### config.mk
export PLATFORM = sky130hd
export DESIGN_NAME = mc_main_control
export DESIGN_NICKNAME = d
export VERILOG_FILES = /design/src/rtl/mc_main_control.sv
export SDC_FILE = /design/constraint.sdc
export NUM_CORES = 1
export LEC_CHECK = 0
export CAP_MARGIN = 20
export CORE_MARGIN = 5
export CORE_UTILIZATION = 36
export DETAILED_ROUTE_END_ITERATION = 7
export PLACE_DENSITY = 0.77
export SYNTH_ARGS = -nofsm -noshare
export SYNTH_HDL_FRONTEND = slang
export SYNTH_SLANG_ARGS = --single-unit
### constraint.sdc
create_clock -name clk -period 1.8 [get_ports clk]
set_clock_uncertainty 0.05 [all_clocks]
set_input_delay 0.36 -clock clk [delete_from_list [all_inputs] [get_ports clk]]
set_output_delay 0.36 -clock clk [all_outputs]
set_load 0.05 [all_outputs]
### src/rtl/mc_main_control.sv
// ============================================================================
// Module   : mc_main_control
// Brief    : Main control FSM of the multi-cycle MIPS core. It steps each
//            instruction through fetch, decode, execute, memory and writeback.
// Revision : 1.0 - initial release
// ============================================================================
`default_nettype none

module mc_main_control #(
    parameter logic [5:0] OP_RTYPE = 6'b000000,
    parameter logic [5:0] OP_LW    = 6'b100011,
    parameter logic [5:0] OP_SW    = 6'b101011,
    parameter logic [5:0] OP_BEQ   = 6'b000100,
    parameter logic [5:0] OP_ADDI  = 6'b001000,
    parameter logic [5:0] OP_J     = 6'b000010
) (
    input  logic       clk,
    input  logic       reset,
    input  logic [5:0] Op,
    input  logic       Zero,
    output logic       IorD,
    output logic       MemWrite,
    output logic       IRWrite,
    output logic       RegDst,
    output logic       MemtoReg,
    output logic       RegWrite,
    output logic       ALUSrcA,
    output logic [1:0] ALUSrcB,
    output logic [1:0] ALUOp,
    output logic [1:0] PCSrc,
    output logic       PCEn,
    output logic       InstrDone,
    output logic [3:0] State
);

    typedef enum logic [3:0] {
        S_FETCH   = 4'd0,
        S_DECODE  = 4'd1,
        S_MEMADR  = 4'd2,
        S_MEMRD   = 4'd3,
        S_MEMWB   = 4'd4,
        S_MEMWR   = 4'd5,
        S_EXECUTE = 4'd6,
        S_ALUWB   = 4'd7,
        S_BRANCH  = 4'd8,
        S_ADDIEX  = 4'd9,
        S_ADDIWB  = 4'd10,
        S_JUMP    = 4'd11
    } state_t;

    state_t     r_state;
    state_t     w_next;

    logic       w_pcwrite;
    logic       w_branch;
    logic       w_memwrite;
    logic       w_irwrite;
    logic       w_regwrite;

    always_ff @(posedge clk or posedge reset) begin
        if (reset) begin
            r_state <= S_FETCH;
        end else begin
            r_state <= w_next;
        end
    end

    always_comb begin
        w_next     = S_FETCH;
        IorD       = 1'b0;
        w_memwrite = 1'b0;
        w_irwrite  = 1'b0;
        RegDst     = 1'b0;
        MemtoReg   = 1'b0;
        w_regwrite = 1'b0;
        ALUSrcA    = 1'b0;
        ALUSrcB    = 2'b00;
        ALUOp      = 2'b00;
        PCSrc      = 2'b00;
        w_pcwrite  = 1'b0;
        w_branch   = 1'b0;
        InstrDone  = 1'b0;

        case (r_state)
            S_FETCH: begin
                w_next    = S_DECODE;
                w_irwrite = 1'b1;
                w_pcwrite = 1'b1;
                ALUSrcB   = 2'b01;
            end
            S_DECODE: begin
                // ALU speculatively forms PC + (SignImm << 2) for a branch
                ALUSrcB = 2'b11;
                if (Op == OP_LW || Op == OP_SW) begin
                    w_next = S_MEMADR;
                end else if (Op == OP_RTYPE) begin
                    w_next = S_EXECUTE;
                end else if (Op == OP_BEQ) begin
                    w_next = S_BRANCH;
                end else if (Op == OP_ADDI) begin
                    w_next = S_ADDIEX;
                end else if (Op == OP_J) begin
                    w_next = S_JUMP;
                end else begin
                    w_next    = S_FETCH;
                    InstrDone = 1'b1;
                end
            end
            S_MEMADR: begin
                ALUSrcA = 1'b1;
                ALUSrcB = 2'b10;
                if (Op == OP_LW) begin
                    w_next = S_MEMRD;
                end else if (Op == OP_SW) begin
                    w_next = S_MEMWR;
                end else begin
                    w_next = S_FETCH;
                end
            end
            S_MEMRD: begin
                w_next = S_MEMWB;
                IorD   = 1'b1;
            end
            S_MEMWB: begin
                w_next     = S_FETCH;
                w_regwrite = 1'b1;
                MemtoReg   = 1'b1;
                InstrDone  = 1'b1;
            end
            S_MEMWR: begin
                w_next     = S_FETCH;
                IorD       = 1'b1;
                w_memwrite = 1'b1;
                InstrDone  = 1'b1;
            end
            S_EXECUTE: begin
                w_next  = S_ALUWB;
                ALUSrcA = 1'b1;
                ALUOp   = 2'b10;
            end
            S_ALUWB: begin
                w_next     = S_FETCH;
                w_regwrite = 1'b1;
                RegDst     = 1'b1;
                InstrDone  = 1'b1;
            end
            S_BRANCH: begin
                w_next    = S_FETCH;
                ALUSrcA   = 1'b1;
                ALUOp     = 2'b01;
                PCSrc     = 2'b01;
                w_branch  = 1'b1;
                InstrDone = 1'b1;
            end
            S_ADDIEX: begin
                w_next  = S_ADDIWB;
                ALUSrcA = 1'b1;
                ALUSrcB = 2'b10;
            end
            S_ADDIWB: begin
                w_next     = S_FETCH;
                w_regwrite = 1'b1;
                InstrDone  = 1'b1;
            end
            S_JUMP: begin
                w_next    = S_FETCH;
                PCSrc     = 2'b10;
                w_pcwrite = 1'b1;
                InstrDone = 1'b1;
            end
            default: begin
                w_next = S_FETCH;
            end
        endcase
    end

    // State is already FETCH during reset; only the write strobes need gating
    assign MemWrite = w_memwrite & ~reset;
    assign IRWrite  = w_irwrite  & ~reset;
    assign RegWrite = w_regwrite & ~reset;
    assign PCEn     = (w_pcwrite | (w_branch & Zero)) & ~reset;
    assign State    = r_state;

endmodule

`default_nettype wire

==> run summary, run 1 <==
Final HPWL DP = 2140 µm
error msg = [ERROR DPL-0038] Utilization greater than 100%, impossible to legalize
Die X = 46.6 µm
port buffer count = 27
Synth warnings = 0
clk sinks = 4
die height = 46.6 µm
Placement Rows = 13
CTS H-tree depth = 1
DP Area = 1230 µm²
syn_nets = 82
Num CTS Buffers = 3
CTS root buf = clkbuf_4
sequential share of the synthesized area = 0.208
gpl congestion = 0.869
unique cell type count in the Yosys netlist = 30
initial core utilization = 0.375
post-cts sizing count = 34
Syn Area/Cell = 6.60 µm²
Yosys reg bits = 4
# hold bufs at CTS = 0
Synth Cell Area = 482 µm²
Mapped Cells = 73
Setup Fix Bufs, Post-CTS = 10
Longest Clk Path Bufs = 2
I/O Pins = 28
status = did not finish
Stop stage = clock tree synthesis (4_1_cts)
stage by stage:
stage | instances | hold WS [ps] | worst slack, ps
floorplan | 73 | 76.1 | -284
global placement | 128 | 685 | -607
detailed placement | 128 | 694 | -663
cell usage after synthesis:
cell type / number / area (µm²)
a211o_1: 1 / 8.76
a211oi_1: 1 / 7.51
a21oi_1: 4 / 20.0
a22oi_1: 1 / 7.51
a31oi_1: 2 / 12.5
and2_4: 1 / 8.76
and3_2: 1 / 7.51
clkbuf_1: 4 / 15.0
dfrtp_1: 4 / 100
inv_1: 3 / 11.3
nand2_1: 6 / 22.5
nand2b_1: 4 / 25.0
nand3_1: 3 / 15.0
nand4_1: 1 / 6.26
nor2_1: 8 / 30.0
nor2b_1: 3 / 18.8
nor3_1: 9 / 45.0
nor3b_1: 1 / 7.51
nor4_1: 1 / 6.26
o211ai_1: 1 / 7.51
o21ai_0: 3 / 15.0
o21ai_1: 1 / 5.00
o22ai_1: 2 / 12.5
o22ai_2: 1 / 12.5
or2_1: 1 / 6.26
or2_2: 2 / 12.5
or3_1: 1 / 6.26
or4_4: 1 / 11.3
xnor2_1: 1 / 8.76
xor2_1: 1 / 8.76
cell families after synthesis:
group	Yosys count	share of synthesized area
AOI/OAI and AO/OA	17	0.226
buffers and inverters	7	0.0545
xor gates and xnor gates	2	0.0364
DFF	4	0.208
and+or+nand+nor	43	0.475
==> run 2, diff against run 1 <==
--- a/config.mk
+++ b/config.mk
@@ -6,10 +6,10 @@
 export NUM_CORES = 1
 export LEC_CHECK = 0
 export CAP_MARGIN = 20
-export CORE_MARGIN = 5
-export CORE_UTILIZATION = 36
+export CORE_AREA = 5 5 66 68
 export DETAILED_ROUTE_END_ITERATION = 7
-export PLACE_DENSITY = 0.77
+export DIE_AREA = 0 0 71 73
+export PLACE_DENSITY_LB_ADDON = 0.15
 export SYNTH_ARGS = -nofsm -noshare
 export SYNTH_HDL_FRONTEND = slang
 export SYNTH_SLANG_ARGS = --single-unit
==> run 2 against run 1 <==
The flow now finishes, with violations (setup timing). Synthesized cell count is the same. Synthesized area is the same.
==> run summary, run 2 <==
Rel. slew slack = 0.827
I/O Pins = 28 (unchanged)
Final Cycle Share = 1.17
CTS tree = built
Area Growth Syn to Fin = 223%
Primary FF master, synth = dfrtp_1
pre-CTS setup slack = -639 ps (+23.7 ps)
initial core utilization = 0.127 (-0.248)
crit path DAT = 1700 ps
status = finished, violations left
Longest Clk Path Bufs = 2 (unchanged)
dpl cells = 164 (+28%)
wire length per cell = 12.6 µm
Crit Path Max Fanout = 2
minimum clock period = 2110 ps
Worst setup EP type = primary output
number of synthesized flops with an enable pin = 0 (unchanged)
LEAKAGE = 0.597 nW
worst vdd rail ir drop = 0.357 mV
top cells by area, synth = dfrtp_1 21%, nor3_1 9.4%, nor2_1 6.2%
CP max stage cell = or4_4
power per standard cell area = 1160 nW/µm²
gpl congestion = 0.822 (-5.4%)
Synth Cell Area = 482 µm² (unchanged)
unique cell type count in the Yosys netlist = 30 (unchanged)
Synth Area in Simple Gates = 0.475 (unchanged)
most frequent cells after synthesis = 9 x nor3_1, 8 x nor2_1, 6 x nand2_1
CTS root buf = clkbuf_8
Hold Slack = 470 ps
Via density = 4.26
Non-Filler Instances = 178
Yosys reg bits = 4 (unchanged)
Async S/R FF share, synth = 1.00 (unchanged)
Hold Vio Cnt, Final = 0
port buffer count = 27 (unchanged)
Final HPWL DP = 1720 µm (-20%)
Ant. Diodes = 0
Num CTS Buffers = 3 (unchanged)
CTS H-tree depth = 1 (unchanged)
layout net count = 139
Final WS setup = -314 ps
die area = 5180 µm²
final slew viol count = 0
leading area contributor after synthesis = dfrtp_1
Finished Core Util = 0.409
total congestion overflow = 0
drt first pass iters = 2
Syn Area/Cell = 6.60 µm² (unchanged)
Die X = 71 µm (+52%)
largest family of logic cells by synthesized area = simple AND/OR/NAND/NOR gates
count leader, synth = nor3_1
sequential share of the synthesized area = 0.208 (unchanged)
die height = 73 µm (+57%)
GRT Total Usage = 0.0895
first-pass GRT wire length = 3750 µm
layout cells sized above 1 = 0.750
complex-gate fraction of the synthesized area = 0.226 (unchanged)
CTS clk-pin slew, worst paths = 30 ps
delay-heaviest family, CP = simple AND/OR/NAND/NOR gates
syn_nets = 82 (unchanged)
failing checks = setup timing
min-delay worst type = input pin to asynchronous set/reset pin
DR vias = 758
DRC Markers = 0
most common cell after layout, fill and taps aside = buf_12
wirelength, routed = 2250 µm
unrepaired setup endpoints after global routing = yes
adder-cell share of the synthesized area = 0 (unchanged)
Worst-Margin Slew = 256 ps
max reg flops = 4
post-synth top area share = 0.208 (unchanged)
vias in the first global route = 772
# hold bufs at CTS = 0 (unchanged)
largest net degree at the start of global routing = 12
initial antenna violation count = 0
CP cell instances = or2_4 > or4_4 > o21ai_4 > buf_12
Tot Pwr = 1.81 mW
final setup vio count = 8
DRT iter0 DRCs = 9
Max-Cap Viols = 0
Core Area = 3800 µm²
clk sinks = 4 (unchanged)
most frequent cells in the layout = 20 x buf_12, 18 x buf_4, 8 x buf_6
CP bufs+invs = 1
Clock Latency Late Sink = 210 ps
crit start category = flop
Worst Path Class, Setup = flop to primary output
Synth Area in XOR/XNOR = 0.0364 (unchanged)
Req. time, crit path = 1390 ps
Placement Rows = 23 (+10)
ANT nets after route = 0
crit-path max cell delay = 510 ps
Peak Freq = 473 MHz
Mapped Cells = 73 (unchanged)
Synth warnings = 0 (unchanged)
post-synthesis mux area share = 0 (unchanged)
run 2: layout make-up:
type,count,area (µm²)
flip-flops and latches,4,105
inverters,3,11.3
well taps,50,62.6
clock buffers,3,41.3
multi-input cells,62,616
repair buffers,56,719
fillers,386,2240
run 2: kinds of logic (layout without fill, tap and decap cells):
kind of cell / Yosys count / count (layout)
compound gates: 17 / 17
buf+inv: 7 / 62
xor+xnor: 2 / 2
flops: 4 / 4
simple gates: 43 / 43
run 2: worst paths after layout:
| check | from | to | slack, ps | depth (start not counted) |
|---|---|---|---|---|
| min | reset | State[1]$_DFF_PP0_ | 470 | 3 |
| min reg2reg | State[1]$_DFF_PP0_ | State[3]$_DFF_PP0_ | 610 | 2 |
| max | State[3]$_DFF_PP0_ | InstrDone | -310 | 4 |
| max reg2reg | State[0]$_DFF_PP0_ | State[0]$_DFF_PP0_ | 240 | 7 |
| max in group asynchronous | reset | State[2]$_DFF_PP0_ | 1060 | 3 |
| min in group clk | Op[0] | State[0]$_DFF_PP0_ | 570 | 5 |
run 2: per-stage QoR:
step           setup TNS (ps)  cell area, µm²
3_3_place_gp            -1000            1280
5_1_grt                 -1240            1560
6_report                 -691            1560
4_1_cts                  -460            1420
3_5_place_dp            -1130            1280
2_1_floorplan            -753             698
run 2: timing repair:
item	4_1_cts	5_1_grt
pin swaps	7	10
gates cloned	0	0
setup endpoints to repair	12	13
buffers inserted	2	9
gates resized for setup	26	23
run 2: metal layers:
metal  up-vias  GRT usage  part of all wire
li1        375          -                 -
met1       358      0.108              0.41
met2        22      0.159              0.55
met3         3     0.0165             0.037
met4         0     0.0313            0.0071
met5         -          0                 0
run 2: worst min-delay path, cell delays in order:
cell and delay, ps:
clkdlybuf4s50_1 390, buf_4 180, inv_1 150
run 2: power breakdown:
part	total, mW	switching, mW	internal, mW
logic	1.48	0.755	0.728
clock network	0.185	0.0427	0.142
registers	0.141	0.0263	0.114
total	1.81	0.824	0.985
Note: power is estimated with default switching activity, not from simulation.
